==> src/rtl/sort_stream_io.sv <==
// Stream front-end for an external sort engine: loads a batch into sort memory,
// hands the memory to the sort controller, then streams the sorted words out.
// Define SORT_STREAM_IO_DESC_EN to unload in descending address order.
module sort_stream_io #(
    parameter int unsigned DATA_W = 8,
    parameter int unsigned DEPTH  = 8,
    localparam int unsigned AW    = $clog2(DEPTH)
) (
    input  logic              clk,
    input  logic              rst,
    input  logic              in_valid,
    input  logic [DATA_W-1:0] in_data,
    output logic              in_ready,
    output logic              mem_own,
    output logic              mem_we,
    output logic [AW-1:0]     mem_addr,
    output logic [DATA_W-1:0] mem_wdata,
    input  logic [DATA_W-1:0] mem_rdata,
    output logic              sort_s,
    input  logic              sort_done,
    output logic              out_valid,
    output logic [DATA_W-1:0] out_data,
    output logic              out_last,
    input  logic              out_ready,
    output logic              busy
);

    localparam logic [AW-1:0] LAST = AW'(DEPTH - 1);

    typedef enum logic [2:0] {
        S_LOAD,
        S_START,
        S_WAIT,
        S_RADDR,
        S_RDATA,
        S_OUT
    } state_t;

    state_t            state;
    state_t            state_nx;
    logic [AW-1:0]     wcnt;
    logic [AW-1:0]     rcnt;
    logic [AW-1:0]     raddr;
    logic [DATA_W-1:0] data_q;
    logic              wr_fire;
    logic              rd_fire;

`ifdef SORT_STREAM_IO_DESC_EN
    assign raddr = LAST - rcnt;
`else
    assign raddr = rcnt;
`endif

    assign out_data = data_q;
    assign busy     = (state != S_LOAD);

    // State, counters and output word register
    always_ff @(posedge clk) begin
        if (rst) begin
            state  <= S_LOAD;
            wcnt   <= '0;
            rcnt   <= '0;
            data_q <= '0;
        end else begin
            state <= state_nx;
            if (wr_fire) begin
                wcnt <= (wcnt == LAST) ? '0 : wcnt + AW'(1);
            end
            if (state == S_RDATA) begin
                data_q <= mem_rdata;
            end
            if (rd_fire) begin
                rcnt <= (rcnt == LAST) ? '0 : rcnt + AW'(1);
            end
        end
    end

    // Next-state and port decode; sort_s is masked by rst so it drops immediately
    always_comb begin
        state_nx  = state;
        in_ready  = 1'b0;
        mem_own   = 1'b1;
        mem_we    = 1'b0;
        mem_addr  = '0;
        mem_wdata = '0;
        sort_s    = 1'b0;
        out_valid = 1'b0;
        out_last  = 1'b0;
        wr_fire   = 1'b0;
        rd_fire   = 1'b0;
        case (state)
            S_LOAD: begin
                in_ready = 1'b1;
                mem_addr = wcnt;
                if (in_valid) begin
                    wr_fire   = 1'b1;
                    mem_we    = 1'b1;
                    mem_wdata = in_data;
                    if (wcnt == LAST) begin
                        state_nx = S_START;
                    end
                end
            end
            S_START: begin
                mem_own  = 1'b0;
                sort_s   = ~rst;
                state_nx = S_WAIT;
            end
            S_WAIT: begin
                mem_own = 1'b0;
                sort_s  = ~rst;
                if (sort_done) begin
                    state_nx = S_RADDR;
                end
            end
            S_RADDR: begin
                mem_addr = raddr;
                state_nx = S_RDATA;
            end
            S_RDATA: begin
                mem_addr = raddr;
                state_nx = S_OUT;
            end
            S_OUT: begin
                out_valid = 1'b1;
                out_last  = (rcnt == LAST);
                if (out_ready) begin
                    rd_fire  = 1'b1;
                    state_nx = (rcnt == LAST) ? S_LOAD : S_RADDR;
                end
            end
            default: begin
                state_nx = S_LOAD;
            end
        endcase
    end

endmodule

==> config.mk <==
export PLATFORM = sky130hd
export DESIGN_NAME = sort_stream_io
export DESIGN_NICKNAME = d
export VERILOG_FILES = /design/src/rtl/sort_stream_io.sv
export SDC_FILE = /design/constraint.sdc
export NUM_CORES = 1
export LEC_CHECK = 0
export BUFFER_PORTS_ARGS = -buffer_cell sky130_fd_sc_hd__buf_2
export CORE_ASPECT_RATIO = 1.4
export CORE_MARGIN = 5
export CORE_UTILIZATION = 26
export DETAILED_ROUTE_END_ITERATION = 8
export GPL_ROUTABILITY_DRIVEN = 0
export HOLD_SLACK_MARGIN = 0.12
export SETUP_SLACK_MARGIN = 0.1
export SLEW_MARGIN = 20
export SYNTH_ARGS = -nofsm -noshare
export SYNTH_HDL_FRONTEND = slang
export SYNTH_SLANG_ARGS = --single-unit
==> constraint.sdc <==
create_clock -name clk -period 3.4 [get_ports clk]
set_input_delay 0.51 -clock clk [delete_from_list [all_inputs] [get_ports clk]]
set_output_delay 0.51 -clock clk [all_outputs]
set_load 0.01 [all_outputs]
==> impl_metrics.tcl <==
set metrics [dict create \
    finClkSkew_ps 2.11 \
    maxSlewViolCount 0 \
    hold_viol_final 0 \
    cpLargestDelayFamily "simple AND/OR/NAND/NOR gates" \
    wire_per_inst_um 12.4 \
    synthAdderAreaFrac_pct 5.44 \
    critPathLaunch "state[0]" \
    p_per_area_nw_per_um2 327 \
    worst-path-buf-inv 1 \
    synth.avg_cell_area_um2 9.20 \
    dieWidth_um 60.3 \
    status "finished, final reports clean" \
    grt_overflow 0 \
    grt_pass1_wl_um 3580 \
    path_cells "nor4b_4 -> and2_1 -> buf_2" \
    worstSetupPathType "reg2out" \
    start_util_pct 27.0 \
    min_period_ps 2230 \
    arrival_ps 1720 \
    io_pins 47 \
    yosys.area_share.xor_xnor_pct 0 \
    cts_setup_buffers 0 \
    dr.pass1.iters 3 \
    cts_sinks 17 \
    post_cts_resized 0 \
    maxSlewHeadroom_pct 60.8 \
    antenna_cells 0 \
    via_per_inst 4.74 \
    power.leakage_uw 0.000630 \
    r2r_start "state[2]" \
    setup_viol 0 \
    final_cell_mix "buf_2 (46), nor2_1 (18), dfxtp_1 (17), mux2i_1 (14), and2_1 (9)" \
    ctsRootBufferMaster "clkbuf_8" \
    clk_pin_slew_ps 60 \
    portBuffers 46 \
    htree_levels 1 \
    num_rows 25 \
    drive_above_1_share_pct 36.1 \
    fmax_mhz 449 \
    die_h_um 80.4 \
    hold_path.class "in2reg" \
    netlist_area_um2 920 \
    cp-start-kind "flop" \
    clk_path_buf_depth 2 \
    antenna_found_initial 0 \
    drv_cap 0 \
    drt-initial-drc-count 10 \
    worst_slew_pin_slew_ps 586 \
    fillerInstances 350 \
    rsz0062_at_grt "no" \
    vias 873 \
    syn_inst 100 \
    yosysWarnings 0 \
    fin_crit_sh_pct 65.4 \
    area_delta_synth_final_pct 31.7 \
    grt_pass1_vias 902 \
    tns_ps 0 \
    core_um2 3410 \
    dp_hpwl_um 1810 \
    grt_util_all_layers_pct 9.56 \
    cp_data_required_time_ps 2890 \
    critPathCaptureType "output port" \
    stdcell_area_um2 1210 \
    synth_simple_gate_area_share_pct 26.9 \
    layout_commonest_cell "buf_2" \
    die-area_um2 4840 \
    placed_cell_area_um2 1170 \
    crit_fanout 16 \
    ant_nets 0 \
    synth.net_count 125 \
    synth_top_family_by_area "simple AND/OR/NAND/NOR gates" \
    nets 170 \
    muxShareOfSynthArea_pct 15.2 \
    synth_compound_area_share_pct 10.1 \
    ys_seq_area_share_pct 37.0 \
    clk_latency_ps 250 \
    synth_seq_cells 17 \
    cts_hold_buf 0 \
    routed_wl_um 2280 \
    hold_start "mem_rdata[5]" \
    ir_drop_mv 0.210 \
    cts_tree "built" \
    slowest_stage "nor4b_4" \
    drc 0 \
    final_util_pct 35.5 \
    grt_max_degree 20 \
    critPathMaxStageDelay_ps 650 \
    cts_buffers 3 \
    ys_types 29 \
]
area by class of cell:
type	instances	area (um^2)	area share [%]
sequential	17	340	28.1
clock buffer	4	45.0	3.72
timing repair buffer	47	238	19.6
tap	40	50.0	4.13
multi-input combinational	74	531	43.8
inverter	2	7.51	0.620
worst reg2reg max path, cell delays in order, from the launching register on:
cell,delay [ps]
dfxtp_1,580
nor3b_1,360
buf_4,260
mux2i_1,210
nor2_1,60
logic make-up after synthesis:
group | Yosys count
AOI/OAI and AO/OA | 14
and+or+nand+nor | 42
adders and majority gates | 4
DFF | 17
buffers and inverters | 9
muxes | 14
metrics by stage:
step / instances / total power [uW] / hold slack (ps) / setup WS [ps]
6_report: 184 / 396 / 496 / 1170
5_1_grt: 184 / 417 / 508 / 1040
4_1_cts: 184 / 402 / 490 / 1150
3_5_place_dp: 180 / 254 / 483 / 1430
3_3_place_gp: 180 / 253 / 471 / 1490
2_1_floorplan: 100 / 232 / 462 / 1690
cell usage after synthesis, drive strengths merged:
master	instances	area, um^2
nand2b	1	6.26
ha	4	50.1
nand2	2	7.51
nor2	18	67.6
and2b	1	7.51
dfxtp	17	340
buf	5	33.8
o21ai	3	15.0
nor2b	4	25.0
or3	1	6.26
a21o	1	7.51
nor3	1	5.00
nand3	1	5.00
o31ai	1	7.51
a22o	2	17.5
a32o	1	10.0
a21oi	4	20.0
inv	2	7.51
clkbuf	2	7.51
and3	1	6.26
and2	9	56.3
a211oi	1	7.51
nor3b	1	7.51
nand4b	1	23.8
mux2i	14	140
nor4b	1	23.8
a22oi	1	7.51
flip-flops by register name (all words and copies together) (netlist names):
name / cells
raddr: 3
wcnt: 3
out_data: 8
state: 3
power breakdown:
group	total [uW]	internal (uW)	switching, uW
Combinational	44.7	23.5	21.2
Sequential	204	202	2.32
Clock	147	83.0	64.1
Total	396	308	87.6
metal layers:
metal / share of wire [%] / vias up / track usage (%)
li1: - / 433 / -
met1: 36 / 394 / 9.30
met2: 49 / 44 / 18.0
met3: 13 / 2 / 2.57
met4: 0.79 / 0 / 4.21
met5: 0 / - / 0
path summary, 6_finish.rpt:
kind / to / slack (ps) / cells past startpoint
worst max register to register: out_data[0] / 1810 / 4
worst min register to register: out_data[7] / 500 / 2
worst min-delay path: out_data[5] / 500 / 3
worst max-delay path: mem_wdata[5] / 1170 / 3
No activity file was read; power rests on OpenSTA's default activity.
